`config.mk`:
```
export PLATFORM = sky130hd
export DESIGN_NAME = serial_subtractor_4bit
export DESIGN_NICKNAME = d
export VERILOG_FILES = /design/src/rtl/serial_subtractor_4bit.sv
export SDC_FILE = /design/constraint.sdc
export NUM_CORES = 1
export LEC_CHECK = 0
export BUFFER_PORTS_ARGS = -buffer_cell sky130_fd_sc_hd__buf_2
export CAP_MARGIN = 20
export CORE_MARGIN = 3
export CORE_UTILIZATION = 56
export CTS_BUF_LIST = sky130_fd_sc_hd__clkbuf_16
export DETAILED_ROUTE_END_ITERATION = 8
export PLACE_DENSITY = 0.81
export RECOVER_POWER = 50
export SLEW_MARGIN = 30
export SYNTH_ARGS = -nofsm -noshare
export SYNTH_HDL_FRONTEND = slang
export SYNTH_SLANG_ARGS = --single-unit
```
`constraint.sdc`:
```
create_clock -name clk -period 2.4 [get_ports clk]
set_input_delay 0.48 -clock clk [delete_from_list [all_inputs] [get_ports clk]]
set_output_delay 0.48 -clock clk [all_outputs]
set_load 0.01 [all_outputs]
```
`src/rtl/serial_subtractor_4bit.sv`:
```
// serial_subtractor_4bit: bit-serial a - b (a + ~b + 1) using one full-adder slice, LSB first
module serial_subtractor_4bit #(
    parameter int WIDTH = 4
) (
    input  logic             clk,
    input  logic             reset,
    input  logic             start,
    input  logic [WIDTH-1:0] a,
    input  logic [WIDTH-1:0] b,
    output logic [WIDTH-1:0] diff,
    output logic             carryout,
    output logic             overflow,
    output logic             busy,
    output logic             done
);
    localparam int CW = (WIDTH > 1) ? $clog2(WIDTH) : 1;
    typedef enum logic [1:0] {IDLE, RUN, DONE} state_t;
    state_t           state_q, state_d;
    logic [WIDTH-1:0] a_q, a_d, b_q, b_d, r_q, r_d, diff_q, diff_d;
    logic             c_q, c_d, cout_q, cout_d, ovf_q, ovf_d;
    logic [CW-1:0]    cnt_q, cnt_d;
    logic             nb, sum, c_next, last;
    // Next state: operands rotate so the captured MSBs sit at bit 0 on the final step
    always_comb begin
        nb      = ~b_q[0];
        sum     = a_q[0] ^ nb ^ c_q;
        c_next  = (a_q[0] & nb) | (a_q[0] & c_q) | (nb & c_q);
        last    = cnt_q == CW'(WIDTH - 1);
        state_d = state_q;
        a_d     = a_q;
        b_d     = b_q;
        r_d     = r_q;
        c_d     = c_q;
        cnt_d   = cnt_q;
        diff_d  = diff_q;
        cout_d  = cout_q;
        ovf_d   = ovf_q;
        case (state_q)
            IDLE: if (start) begin
                a_d     = a;
                b_d     = b;
                c_d     = 1'b1;
                cnt_d   = '0;
                state_d = RUN;
            end
            RUN: begin
                a_d   = {a_q[0], a_q[WIDTH-1:1]};
                b_d   = {b_q[0], b_q[WIDTH-1:1]};
                r_d   = {sum, r_q[WIDTH-1:1]};
                c_d   = c_next;
                cnt_d = cnt_q + 1'b1;
                if (last) begin
                    state_d = DONE;
                    diff_d  = r_d;
                    cout_d  = c_next;
                    ovf_d   = (a_q[0] != b_q[0]) && (sum != a_q[0]);
                end
            end
            DONE:    state_d = IDLE;
            default: state_d = IDLE;
        endcase
    end
    // State and datapath registers, cleared asynchronously
    always_ff @(posedge clk or posedge reset) begin
        if (reset) begin
            state_q <= IDLE;
            a_q     <= '0;
            b_q     <= '0;
            r_q     <= '0;
            c_q     <= 1'b0;
            cnt_q   <= '0;
            diff_q  <= '0;
            cout_q  <= 1'b0;
            ovf_q   <= 1'b0;
        end else begin
            state_q <= state_d;
            a_q     <= a_d;
            b_q     <= b_d;
            r_q     <= r_d;
            c_q     <= c_d;
            cnt_q   <= cnt_d;
            diff_q  <= diff_d;
            cout_q  <= cout_d;
            ovf_q   <= ovf_d;
        end
    end
    assign diff     = diff_q;
    assign carryout = cout_q;
    assign overflow = ovf_q;
    assign busy     = state_q != IDLE;
    assign done     = state_q == DONE;
endmodule

```
## Yosys cells after proc, flatten, opt, wreduce, memory -nomap -nowiden

Index checks and enable logic that the tools add are counted.

| word-level totals | value |
|---|---|
| bits in registers | 23 |
| bits of input ports | 11 |
| output and inout port bits | 8 |
| logic and storage cells | 43 |

| operators by class | value |
|---|---|
| $add $sub $neg | 1 |
| equal/unequal tests | 7 |
| mux-type cells | 11 |
| bitwise logic cells | 8 |
| reductions and logical operators | 7 |

Operator list:

| kind | number |
|---|---|
| one-hot mux 4 bit (2 select lines) | 2 |
| two-way mux 4 bit | 2 |
| one-hot mux 2 bit (2 select lines) | 2 |
| two-way mux 2 bit | 3 |
| AND reduction 2 bit | 3 |
| == test 2 bit (second input constant) | 2 |
| inequality test 2 bit (second input constant) | 2 |
| nonzero test 2 bit | 2 |
| bitwise AND 1 bit | 3 |
| adder 2 x 1 -> 2 bit (second input constant) | 1 |
| == test 2 x 1 -> 1 bit (second input constant) | 1 |
| logical NOT 2 bit | 1 |
| inequality test 1 bit | 2 |
| bitwise OR 1 bit | 2 |
| one-hot mux 1 bit (2 select lines) | 1 |
| XOR 1 bit | 2 |
| logical AND 1 bit | 1 |
| two-way mux 1 bit | 1 |
| inverter 1 bit | 1 |

## Longest topological paths before layout

| logic depth | value |
|---|---|
| depth after elaboration | 5 |
| depth in mapped cells | 5 |
| mapped depth without buffers | 4 |

## Worst setup path after synthesis

OpenSTA, ideal clock, no wires.

| timing path | value |
|---|---|
| path kind | register to register |
| start | register a_q[0] |
| end | register ovf_q (netlist: overflow) |
| setup time | 0.096 ns |
| arrival | 1.305 ns |
| required time | 2.304 ns |
| setup slack | 0.999 ns |
| cell stages (with the launch flop) | 5 |
| path buffers | 0 |
| clock period less this slack | 1.401 ns |
| cells stage by stage | dfrtp_1 > inv_1 > fa_1 > xor2_1 > o31ai_1 |

| on the way | value |
|---|---|
| word-level cells in the longest chain between the ends | 4 |
| elaborated cells between the ends (all ways) | 5 |
| those cells by class | eq/ne (2); bitwise (2); reduce/logical (1) |

RTL lines:

| item | RTL line | text |
|---|---|---|
| start: declaration | 19 | `logic [WIDTH-1:0] a_q, a_d, b_q, b_d, r_q, r_d, diff_q, diff_d;` |
| start signal: assignment | 67 | `a_q <= '0;` |
| start signal: assignment | 77 | `a_q <= a_d;` |
| XOR 1 bit (2 in a row) | 26 | `sum = a_q[0] ^ nb ^ c_q;` |
| inequality test 1 bit | 56 | `ovf_d = (a_q[0] != b_q[0]) && (sum != a_q[0]);` |
| logical AND 1 bit * | 56 |  |
| end signal: assignment | 84 | `ovf_q <= ovf_d;` |
| end: declaration | 20 | `logic c_q, c_d, cout_q, cout_d, ovf_q, ovf_d;` |

Every way passes the cells marked *; elsewhere a longest branch is shown, timed or not.
A chain may end at the register's enable or synchronous reset.

## Worst setup path after layout

| timing path | value |
|---|---|
| start | register state_q[1] |
| end | output done |

| on the way | value |
|---|---|
| word-level cells in the longest chain between the ends | 1 |

RTL lines:

| item | RTL line | text |
|---|---|---|
| start: declaration | 18 | `state_t state_q, state_d;` |
| start signal: assignment | 76 | `state_q <= state_d;` |
| == test 2 bit | 91 | `assign done = state_q == DONE;` |
| end: declaration | 14 | `output logic done` |

No other way between the ends.

==> summary by stage <==
Outcome
The flow ran to the end, and the final reports show no timing, DRC or antenna violations.

Die
The die covers 2300 um^2. In this run the standard cell core region covers between 1500 and 2000 um^2. In this run the horizontal extent of the chip is between 40 and 50 um. The count of pins on the block boundary is 19. The die is 48.0 um tall. The floorplan row count is 14. For this configuration, the core starts out at a cell density of 0.626.

Timing
The headroom to the max-slew limit is 0.455. The upper clock frequency limit is 600 MHz. Setup repair after global routing left no endpoint under its margin. In the final timing run, aggregate negative setup slack is 0 ps.

The share of the cycle needed by the critical path after routing is 0.695. The final max-slew violation count is 0. At the pin with the least slew margin, the transition time is 817 ps. The hold violation count in the final report is 0. Across the routed clock network, the largest skew measured is approximately 1.9 ps. The final critical-path required period is 1670 ps.

The total setup violations reported at the end of the flow is 0.

Clock tree
Post-CTS timing repair inserted 0 buffers for setup. The tree is rooted in a clkbuf_16. The tree built by TritonCTS fans out to 22 sinks.

The worst-skew pair later-pin latency is 250 ps. The clock transition time at the flip-flop clock pins of the worst setup and hold paths is 60 ps. The number of buffers inserted for hold repair after clock tree synthesis is 0. The maximum clock insertion buffer count is 2. The TritonCTS buffer count is 3.

The number of gates given a new drive strength after cts is 0. TritonCTS built the clock tree. The number of H-tree branching levels is 1.

Finish
The post-route standard cell area excluding fillers is 1140 um^2. The repair_antennas step left the layout with diodes totalling 0. The area added between synthesis and finish is 16.0%. In the layout the commonest cells are dfrtp_1 (22), buf_2 (17), o22ai_1 (14), nand2_1 (12), a21oi_1 (8). Of the cells placed in the final design, the portion with a size suffix greater than 1 is 0.214.

Leaving out fill and tap cells, the most frequent cell in the layout is dfrtp_1. The number of nets in the finished design is between 100 and 150.

Drt
In the routed design, unresolved DRC markers number 0. Dividing the detail-routed wire length by the instance count gives 15.6 um. The detailed router placed 749 vias in this run.

The per-cell via count in the routed design is 5.85. Before antenna repair, the detailed router went through 4 iterations. After the first detailed-routing iteration, the DRC count stood at 15. The number of nets with antenna violations after detailed routing is 0. Summed over all layers, the routed wires come to 2.00 mm.

Critical path
The setup path with the least slack is of type flop to output port. STA classifies the critical path startpoint as a flop. The maximum net fanout on the critical path is 10.

The worst path required time is 1920 ps. The critical path endpoint category is an output port. At the worst endpoint, the arrival time is 1190 ps. The start point of the critical path is state_q[1]$_DFFE_PP0P_. The origin of the critical flop-to-flop path is a_q[0]$_DFFE_PP0P_. For this design, the slowest cell found on the critical path is dfrtp_1. Walking the worst path, the cells encountered are inv_1 -> nor2_1 -> buf_2. For this run, the slowest stage of the critical path takes around 470 ps.

Pwr
The share of total power dissipated in sequential elements is 0.418. The overall power of the completed layout is 1.61 mW. The leakage power is 0.558 nW. Of the total power, combinational logic draws 0.367. The internal cell power is between 1 and 1.5 mW. The largest vdd supply drop is 0.881 mV.

Of the total power, the share spent switching nets is 0.366. The clock network fraction of design power is 0.216. The analysis attributes to net switching a power of around 590 uW. The ratio of total power to cell area is 1400 nW/um^2.

Global routing
For this run the aggregate overflow at the end of global routing stands at 0. The initial antenna violation count is 0. The first global-routing pass estimated just over 3 mm of wire. The maximum number of pins on one net before global-route repair is 23. The number of global-route vias before repair is 693. Across every metal layer, demand over resource in global routing totals 0.201.

Yosys
Counting every net in the synthesized netlist gives 108. For this run, the register share of the synthesized area comes to 0.558. The yosys synthesis warning count is 0.

After synthesis the netlist holds a flip-flop and latch count of 22. The cell area that synthesis handed to floorplanning was 987 um^2. Counting distinct cell types in the post-synthesis netlist gives 21. The post-synthesis average cell area is 10.5 um^2. The synthesized netlist cell count is 94.

Run
The number of max-cap violations is 0.

Place
The count of buffers from port buffering is 18. Routability-driven placement finished with a final weighted congestion of 0.784. In this run the cell area measured after placement is 1070 um^2.

The placed wire-length estimate after detailed placement is roughly 1.4 mm.

Worst hold path
The worst hold path belongs to the class input port to async pin.
[cell type report]
cell class	count	area, um^2
sequential	22	551
multi-input combinational	61	380
timing repair buffer	18	88.8
inverter	7	26.3
clock inverter	1	3.75
fill	115	432
tap	16	20.0
clock buffer	3	75.1
[final timing paths]
path,slack (ps),to,cells past startpoint
max,730,done,3
min,380,r_q[3]$_DFFE_PP0P_,2
max reg2reg,870,overflow$_DFFE_PP0P_,4
min reg2reg,470,carryout$_DFFE_PP0P_,2
max in group asynchronous,1510,a_q[0]$_DFFE_PP0P_,2
min in group clk,470,carryout$_DFFE_PP0P_,2
[kinds of logic after synthesis]
logic type,synth area share
AOI/OAI and AO/OA,0.188
and+or+nand+nor,0.113
muxes,0.0342
buffers and inverters,0.0532
DFF,0.558
adders and majority gates,0.0456
xor gates and xnor gates,0.00887
[critical path: cells and delay by family (launching register included)]
kind | cells | cell delay (ps)
buffers and inverters | 2 | 340
flip-flops | 1 | 470
AND/OR/NAND/NOR | 1 | 130
[layer usage]
layer / routed length (um) / track usage / up-vias
met5: 0 / 0 / -
li1: - / - / 370
met1: 853 / 0.266 / 347
met4: 21 / 0.0753 / 0
met3: 121 / 0.0489 / 5
met2: 1010 / 0.317 / 27
[power by group through the flow]
stage	registers, mW	logic, mW	clock network [mW]
global route	0.692	0.678	0.368
floorplan	0.653	0.459	0
CTS	0.672	0.605	0.353
global placement	0.666	0.563	0
finish	0.671	0.589	0.347
detailed placement	0.678	0.594	0
[through the flow]
stage	util	hold WS, ps	setup slack (ps)	std cells
2_1_floorplan	-	442	999	94
3_3_place_gp	0.679	459	958	124
3_5_place_dp	0.679	468	895	124
4_1_cts	0.729	406	747	128
5_1_grt	0.726	449	682	128
6_report	0.726	381	733	128
[registers in the layout (all words and copies together) (netlist names)]
| name | count |
|---|---|
| a_q | 4 |
| b_q | 4 |
| c_q | 1 |
| carryout | 1 |
| cnt_q | 2 |
| diff | 4 |
| overflow | 1 |
| r_q | 3 |
| state_q | 2 |
[synthesized netlist by cell type, drive strengths merged]
master | n | area share
nor2 | 4 | 0.015
a21oi | 8 | 0.041
o31ai | 1 | 0.0076
nand2b | 2 | 0.013
mux2 | 3 | 0.034
ha | 2 | 0.025
o221a | 1 | 0.011
nand3b | 1 | 0.011
nand2 | 12 | 0.046
dfrtp | 22 | 0.56
nor2b | 2 | 0.013
inv | 7 | 0.027
or2 | 1 | 0.0063
a2bb2oi | 1 | 0.0089
xor2 | 1 | 0.0089
buf | 4 | 0.027
fa | 1 | 0.020
o22ai | 14 | 0.089
o21ai | 6 | 0.030
or3b | 1 | 0.0089
Note: power is estimated with default switching activity, not from simulation.
